===== src/rtl/jk_stim_pkg.sv =====
// Shared types and helpers for the JK flip-flop stimulus/check sequencer (jk_stim_seq).
// The optional response signature is enabled with the SIG_MISR_EN macro.
package jk_stim_pkg;

  typedef enum logic [1:0] {
    HOLD = 2'b00,
    RST  = 2'b01,
    SET  = 2'b10,
    TGL  = 2'b11
  } jk_op_e;

  typedef enum logic [1:0] {
    IDLE  = 2'd0,
    DRIVE = 2'd1,
    CHECK = 2'd2
  } state_e;

  typedef struct packed {
    jk_op_e op;
    logic   exp;
  } cmd_t;

  localparam logic [15:0] DEFAULT_POLY = 16'h1021;

  // Pin pattern {j,k} that makes the flop perform the requested operation.
  function automatic logic [1:0] op_to_jk(jk_op_e op);
    logic [1:0] jk;
    case (op)
      HOLD:    jk = 2'b00;
      RST:     jk = 2'b01;
      SET:     jk = 2'b10;
      TGL:     jk = 2'b11;
      default: jk = 2'b00;
    endcase
    return jk;
  endfunction

endpackage


===== src/rtl/jk_stim_seq_if.sv =====
// Command stream (valid/ready plus payload) into the JK stimulus sequencer.
interface jk_stim_seq_if;

  logic                cmd_valid;
  logic                cmd_ready;
  jk_stim_pkg::jk_op_e cmd_op;
  logic                cmd_exp;

  modport master (output cmd_valid, output cmd_op, output cmd_exp, input cmd_ready);
  modport slave  (input cmd_valid, input cmd_op, input cmd_exp, output cmd_ready);

endinterface


===== src/rtl/jk_cmd_fifo.sv =====
// Synchronous command FIFO holding {op, exp}; full/empty derive from the registered count.
module jk_cmd_fifo
  import jk_stim_pkg::*;
#(
  parameter int DEPTH = 8
) (
  input  logic                     clk,
  input  logic                     rst_n,
  input  logic                     push_i,
  input  cmd_t                     data_i,
  input  logic                     pop_i,
  output cmd_t                     data_o,
  output logic                     full_o,
  output logic                     empty_o,
  output logic [$clog2(DEPTH):0]   count_o
);

  localparam int AW = $clog2(DEPTH);

  cmd_t          mem_q [DEPTH];
  logic [AW-1:0] wr_ptr_q, wr_ptr_d;
  logic [AW-1:0] rd_ptr_q, rd_ptr_d;
  logic [AW:0]   count_q, count_d;
  logic          do_push, do_pop;

  assign full_o  = (count_q == (AW+1)'(DEPTH));
  assign empty_o = (count_q == '0);
  assign count_o = count_q;
  assign do_push = push_i && !full_o;
  assign do_pop  = pop_i && !empty_o;
  assign data_o  = mem_q[rd_ptr_q];

  always_comb begin
    wr_ptr_d = do_push ? wr_ptr_q + 1'b1 : wr_ptr_q;
    rd_ptr_d = do_pop  ? rd_ptr_q + 1'b1 : rd_ptr_q;
    count_d  = count_q;
    case ({do_push, do_pop})
      2'b10:   count_d = count_q + 1'b1;
      2'b01:   count_d = count_q - 1'b1;
      default: count_d = count_q;
    endcase
  end

  always_ff @(posedge clk) begin
    if (!rst_n) begin
      wr_ptr_q <= '0;
      rd_ptr_q <= '0;
      count_q  <= '0;
    end else begin
      wr_ptr_q <= wr_ptr_d;
      rd_ptr_q <= rd_ptr_d;
      count_q  <= count_d;
    end
  end

  // Storage needs no reset: the pointers alone define which entries are live.
  always_ff @(posedge clk) begin
    if (do_push) begin
      mem_q[wr_ptr_q] <= data_i;
    end
  end

endmodule


===== src/rtl/jk_stim_seq.sv =====
// JK flop stimulus/check stage: pulses j/k per queued command, checks q one cycle later.
// Define SIG_MISR_EN to add the misr_sig response signature.
module jk_stim_seq
  import jk_stim_pkg::*;
#(
  parameter int DEPTH  = 8,
  parameter int CNT_W  = 8
`ifdef SIG_MISR_EN
  , parameter int MISR_W = 16,
  parameter logic [MISR_W-1:0] POLY = MISR_W'(DEFAULT_POLY)
`endif
) (
  input  logic             clk,
  input  logic             rst_n,
  jk_stim_seq_if.slave     cmd,
  output logic             j,
  output logic             k,
  input  logic             q_obs,
  input  logic             clr_err,
  output logic             busy,
  output logic [CNT_W-1:0] err_cnt,
  output logic             err_sticky
`ifdef SIG_MISR_EN
  , output logic [MISR_W-1:0] misr_sig
`endif
);

  localparam int               AW      = $clog2(DEPTH);
  localparam logic [CNT_W-1:0] CNT_MAX = '1;

  state_e           state_q, state_d;
  cmd_t             push_data, head;
  logic             fifo_full, fifo_empty, pop, load, check, mismatch;
  logic [AW:0]      fifo_count;
  logic             j_q, j_d, k_q, k_d, exp_q, exp_d;
  logic [CNT_W-1:0] err_cnt_q, err_cnt_d, cnt_base;
  logic             sticky_q, sticky_d;

  assign push_data     = '{op: cmd.cmd_op, exp: cmd.cmd_exp};
  assign cmd.cmd_ready = !fifo_full;

  jk_cmd_fifo #(.DEPTH(DEPTH)) u_fifo (
    .clk     (clk),
    .rst_n   (rst_n),
    .push_i  (cmd.cmd_valid),
    .data_i  (push_data),
    .pop_i   (pop),
    .data_o  (head),
    .full_o  (fifo_full),
    .empty_o (fifo_empty),
    .count_o (fifo_count)
  );

  // CHECK may launch the next command directly, giving two cycles per command.
  always_comb begin
    state_d = state_q;
    load    = 1'b0;
    check   = 1'b0;
    pop     = 1'b0;
    j_d     = 1'b0;
    k_d     = 1'b0;
    exp_d   = exp_q;
    case (state_q)
      IDLE:  load = !fifo_empty;
      DRIVE: state_d = CHECK;
      CHECK: begin
        check   = 1'b1;
        state_d = IDLE;
        load    = !fifo_empty;
      end
      default: state_d = IDLE;
    endcase
    if (load) begin
      pop        = 1'b1;
      {j_d, k_d} = op_to_jk(head.op);
      exp_d      = head.exp;
      state_d    = DRIVE;
    end
  end

  // A clear in the same cycle as a mismatch still records that mismatch.
  always_comb begin
    mismatch  = check && (q_obs != exp_q);
    cnt_base  = clr_err ? '0 : err_cnt_q;
    sticky_d  = (clr_err ? 1'b0 : sticky_q) | mismatch;
    err_cnt_d = cnt_base;
    if (mismatch && (cnt_base != CNT_MAX)) begin
      err_cnt_d = cnt_base + 1'b1;
    end
  end

  always_ff @(posedge clk) begin
    if (!rst_n) begin
      state_q   <= IDLE;
      j_q       <= 1'b0;
      k_q       <= 1'b0;
      exp_q     <= 1'b0;
      err_cnt_q <= '0;
      sticky_q  <= 1'b0;
    end else begin
      state_q   <= state_d;
      j_q       <= j_d;
      k_q       <= k_d;
      exp_q     <= exp_d;
      err_cnt_q <= err_cnt_d;
      sticky_q  <= sticky_d;
    end
  end

  assign j          = j_q;
  assign k          = k_q;
  assign err_cnt    = err_cnt_q;
  assign err_sticky = sticky_q;
  assign busy       = (fifo_count != '0) || (state_q != IDLE);

`ifdef SIG_MISR_EN
  logic [MISR_W-1:0] sig_q, sig_d, sig_base;

  always_comb begin
    sig_base = clr_err ? '1 : sig_q;
    sig_d    = sig_base;
    if (check) begin
      sig_d = {sig_base[MISR_W-2:0], 1'b0}
            ^ ({MISR_W{sig_base[MISR_W-1]}} & POLY)
            ^ MISR_W'(q_obs);
    end
  end

  always_ff @(posedge clk) begin
    if (!rst_n) begin
      sig_q <= '1;
    end else begin
      sig_q <= sig_d;
    end
  end

  assign misr_sig = sig_q;
`endif

endmodule

===== src/flat_wrapper.sv =====
// flat-port wrapper written by rule: the top's interface ports become plain ports
module jk_stim_seq_flat import jk_stim_pkg::*;
#(
  parameter int DEPTH  = 8,
  parameter int CNT_W  = 8

)
  (clk, rst_n, j, k, q_obs, clr_err, busy, err_cnt, err_sticky, cmd_cmd_valid, cmd_cmd_op, cmd_cmd_exp, cmd_cmd_ready);
  jk_stim_seq_if cmd_i ();
  input  logic clk;
  input  logic rst_n;
  output logic j;
  output logic k;
  input  logic q_obs;
  input  logic clr_err;
  output logic busy;
  output logic [CNT_W-1:0] err_cnt;
  output logic err_sticky;
  input wire logic [$bits(cmd_i.cmd_valid)-1:0] cmd_cmd_valid;
  input wire logic [$bits(cmd_i.cmd_op)-1:0] cmd_cmd_op;
  input wire logic [$bits(cmd_i.cmd_exp)-1:0] cmd_cmd_exp;
  output wire logic [$bits(cmd_i.cmd_ready)-1:0] cmd_cmd_ready;
  assign cmd_i.cmd_valid = cmd_cmd_valid;
  assign cmd_i.cmd_op = cmd_cmd_op;
  assign cmd_i.cmd_exp = cmd_cmd_exp;
  assign cmd_cmd_ready = cmd_i.cmd_ready;
  jk_stim_seq #(.DEPTH(DEPTH), .CNT_W(CNT_W)) u_core (.clk(clk), .rst_n(rst_n), .cmd(cmd_i), .j(j), .k(k), .q_obs(q_obs), .clr_err(clr_err), .busy(busy), .err_cnt(err_cnt), .err_sticky(err_sticky));
endmodule

===== config.mk =====
export PLATFORM = sky130hd
export DESIGN_NAME = jk_stim_seq_flat
export DESIGN_NICKNAME = d
export VERILOG_FILES = /design/src/rtl/jk_stim_pkg.sv /design/src/rtl/jk_stim_seq_if.sv /design/src/rtl/jk_cmd_fifo.sv /design/src/rtl/jk_stim_seq.sv /design/src/flat_wrapper.sv
export SDC_FILE = /design/constraint.sdc
export NUM_CORES = 1
export LEC_CHECK = 0
export ABC_AREA = 1
export CAP_MARGIN = 20
export CORE_MARGIN = 2
export CORE_UTILIZATION = 56
export DETAILED_ROUTE_END_ITERATION = 10
export PLACE_DENSITY = 0.78
export SYNTH_ARGS = -nofsm -noshare
export SYNTH_HDL_FRONTEND = slang
export SYNTH_SLANG_ARGS = --single-unit

===== constraint.sdc =====
create_clock -name clk -period 2.38 [get_ports clk]
set_input_delay 0.357 -clock clk [delete_from_list [all_inputs] [get_ports clk]]
set_output_delay 0.357 -clock clk [all_outputs]
set_load 0.05 [all_outputs]

==> results by group <==
Status
  • Status: finished, final reports clean

Synthesis
  • Simple-Gate Fraction of Synth Area: 0.265
  • Yosys top cell area share: 0.310
  • Top cells by area, synth: edfxtp_1, dfxtp_1, nor2_1
  • Largest area contributor in the netlist: edfxtp_1
  • Yosys cell types: 27
  • Net Count, Synth: 282
  • Combinational family with the most area after synthesis: simple AND/OR/NAND/NOR gates
  • Register area share after synthesis: 0.543
  • Post-Synthesis Cells: 268
  • Post-synthesis mux area share: 0
  • Complex-gate fraction of the synthesized area: 0.0926
  • Post-synthesis xor/xnor area fraction: 0.00753
  • Synth Area in Adders: 0.0323
  • Ys Warns: 0
  • Mapped cell area: 0.00232 sq mm
  • Register bit total from synthesis: 51
  • Post-synthesis area per instance: 8.67 sq um

Clock tree
  • Clock transition at the registers of the reported paths: 80 ps
  • TritonCTS Buffers: 5
  • Number of hold buffers added after cts: 0
  • Worst skew pair latency: 300 ps
  • PostCTS Resize Cnt: 0
  • Post-CTS Setup Inserts: 0
  • CTS root buffer: clkbuf_8
  • CTS Sinks: 51
  • Htree depth: 2
  • CTS tree: done
  • Clk buf depth: 2

Timing
  • Final Hold Viols: 0
  • Worst slew pin tran: 508 ps
  • Unrepaired setup endpoints after global routing: no
  • Fin Hold WS: 457 ps
  • Post-route clock period utilization: 0.935
  • Fin Clk Skew: 6.09 ps
  • Setup TNS: 0 ps
  • Endpoints failing setup: 0
  • Max-slew violations: 0
  • Fmax: 450 MHz
  • Max-slew headroom: 0.660
  • Min cycle time layout: 2220 ps
  • Min setup slack post-route: 156 ps

Floorplan
  • Core area: 0.00400 sq mm
  • I/O pins: 21
  • Starting density of the core: 0.581
  • Die X: 68.4 um
  • Site Rows: 23
  • Die Ht: 68.4 um
  • Die area: 0.00468 sq mm

Placed design
  • Final RePlAce weighted congestion: 0.792
  • DP Wirelength: 3030 um
  • Dpl cell area: 0.00258 sq mm
  • Post-Place Cells: 336
  • Dpl ws: 201 ps
  • Buffers on Ports: 20

Layout
  • Post-layout util: 0.667
  • Final nets: 307
  • Leading cell type in the layout, fill and taps excluded: nor2_1
  • Final instance area: 0.00267 sq mm
  • Commonest cells after routing, fill and taps aside: nor2_1, nand2_1, inv_1, dfxtp_1, edfxtp_1
  • Inserted Diodes: 0
  • Layout cell share with drive strength beyond 1: 0.0850
  • Area grow syn2layout: 14.8%
  • Layout Cells excl Fill: 344
  • Fill cells: 350

Critical path
  • Critical path arrival: 1870 ps
  • Reg-to-reg setup timing slack: 400 ps
  • CP Class: flop to output pin
  • R2R cell count: 13
  • Critical-path cell list: nor2_1, nand3_1, nand2_2, nand2_1, clkdlybuf4s50_1
  • Largest stage delay on the critical path: 790 ps
  • R2R Path Start: u_core.u_fifo.count_o[1]$_SDFFE_PN0P_
  • CP Capture Type: output pin
  • CP Depth: 5
  • CP delay by family, top: buffers and inverters
  • Slowest-stage cell, CP: clkdlybuf4s50_1
  • Startpoint types: flop
  • Crit path launch: u_core.u_fifo.count_o[1]$_SDFFE_PN0P_
  • WP data required: 2020 ps
  • CP max FO: 6
  • WP buf/inv: 1

Routing
  • Detailed router's first-iteration violation count: 171
  • WL per Instance: 12.2 um
  • Final wirelength: 4190 um
  • Via count: 1800
  • DR pass1 iterations: 4
  • Antenna viol nets, final: 0
  • Drt drc: 0
  • DR vias/cell: 5.23

Worst hold path
  • Worst hold start: u_core.state_q[1]$_SDFFE_PP0P_
  • WHS Path Cells: 1
  • Type of the worst min-delay path: flop to flop

Global routing
  • Largest net degree at the start of global routing: 17
  • Vias in the first global route: 1588
  • First-pass GRT wire length: 6890 um
  • Gr ovfl total: 0
  • Initial antenna violation count: 0
  • Total GRT Usage: 0.204

Flow run
  • Number of max-cap violations: 0

Power and ir drop
  • Leakage power: 1.02 nW
  • Max IR drop VDD: 0.782 mV
  • Total Power: 2.55 mW
  • Power density over the cells: 956 mW/mm^2
## cell type report
type	instances	area (sq um)	share of cell area
flip-flops and latches	51	1260	0.473
clock inverters	2	13.8	0.00516
inverters	31	119	0.0445
clock buffers	6	72.6	0.0272
repair buffers	22	215	0.0806
well taps	50	62.6	0.0234
multi-input cells	182	925	0.346
## power breakdown
group | internal (mW) | switching, mW | total (mW)
Combinational | 0.331 | 0.611 | 0.942
Clock | 0.207 | 0.262 | 0.470
Sequential | 1.05 | 0.0927 | 1.14
Total | 1.59 | 0.966 | 2.55
## registers in the layout, summed over array words and instances (netlist names), named ones only
signal                  cells
u_core.err_sticky           1
u_core.u_fifo.count_o       4
u_core.err_cnt              8
u_core.j                    1
u_core.u_fifo.rd_ptr_q      3
u_core.u_fifo.mem_q        24
u_core.exp_q                1
u_core.state_q              2
u_core.u_fifo.wr_ptr_q      3
u_core.k                    1
## cell families after synthesis
group | after synthesis
AO/OA/AOI/OAI | 40
XOR/XNOR | 2
adder cells (fa/ha/maj) | 6
buffers and inverters | 35
flip-flops | 51
AND/OR/NAND/NOR | 134
## worst paths after layout
kind                                                         endpoint
worst max-delay path                                             busy
worst min-delay path                   u_core.state_q[1]$_SDFFE_PP0P_
worst max register to register  u_core.u_fifo.count_o[2]$_SDFFE_PN0P_
worst min register to register         u_core.state_q[1]$_SDFFE_PP0P_
## per-layer routing
metal,global-route usage,share of wire
met3,0.0510,0.048
met4,0.0775,0.014
met2,0.328,0.47
met1,0.263,0.47
met5,0,0
## synthesized netlist by cell type
library cell and number:
nand2_4 3, nand4_1 2, dfxtp_1 27, nor2_1 53
o22ai_1 2, ha_1 6, nand3_1 18, buf_2 4
xnor2_1 2, clkinv_1 1, nor2_4 3, o21ai_0 22
nand2_1 41, a21oi_1 10, inv_4 1, and3_1 1
nor3_1 5, o21ai_1 1, nor2_2 2, inv_1 27
o211ai_1 3, edfxtp_1 24, inv_2 2, nand2_2 2
nand3_2 3, nor3b_1 1, o21a_1 2
Power figures use the tool's default switching activity.
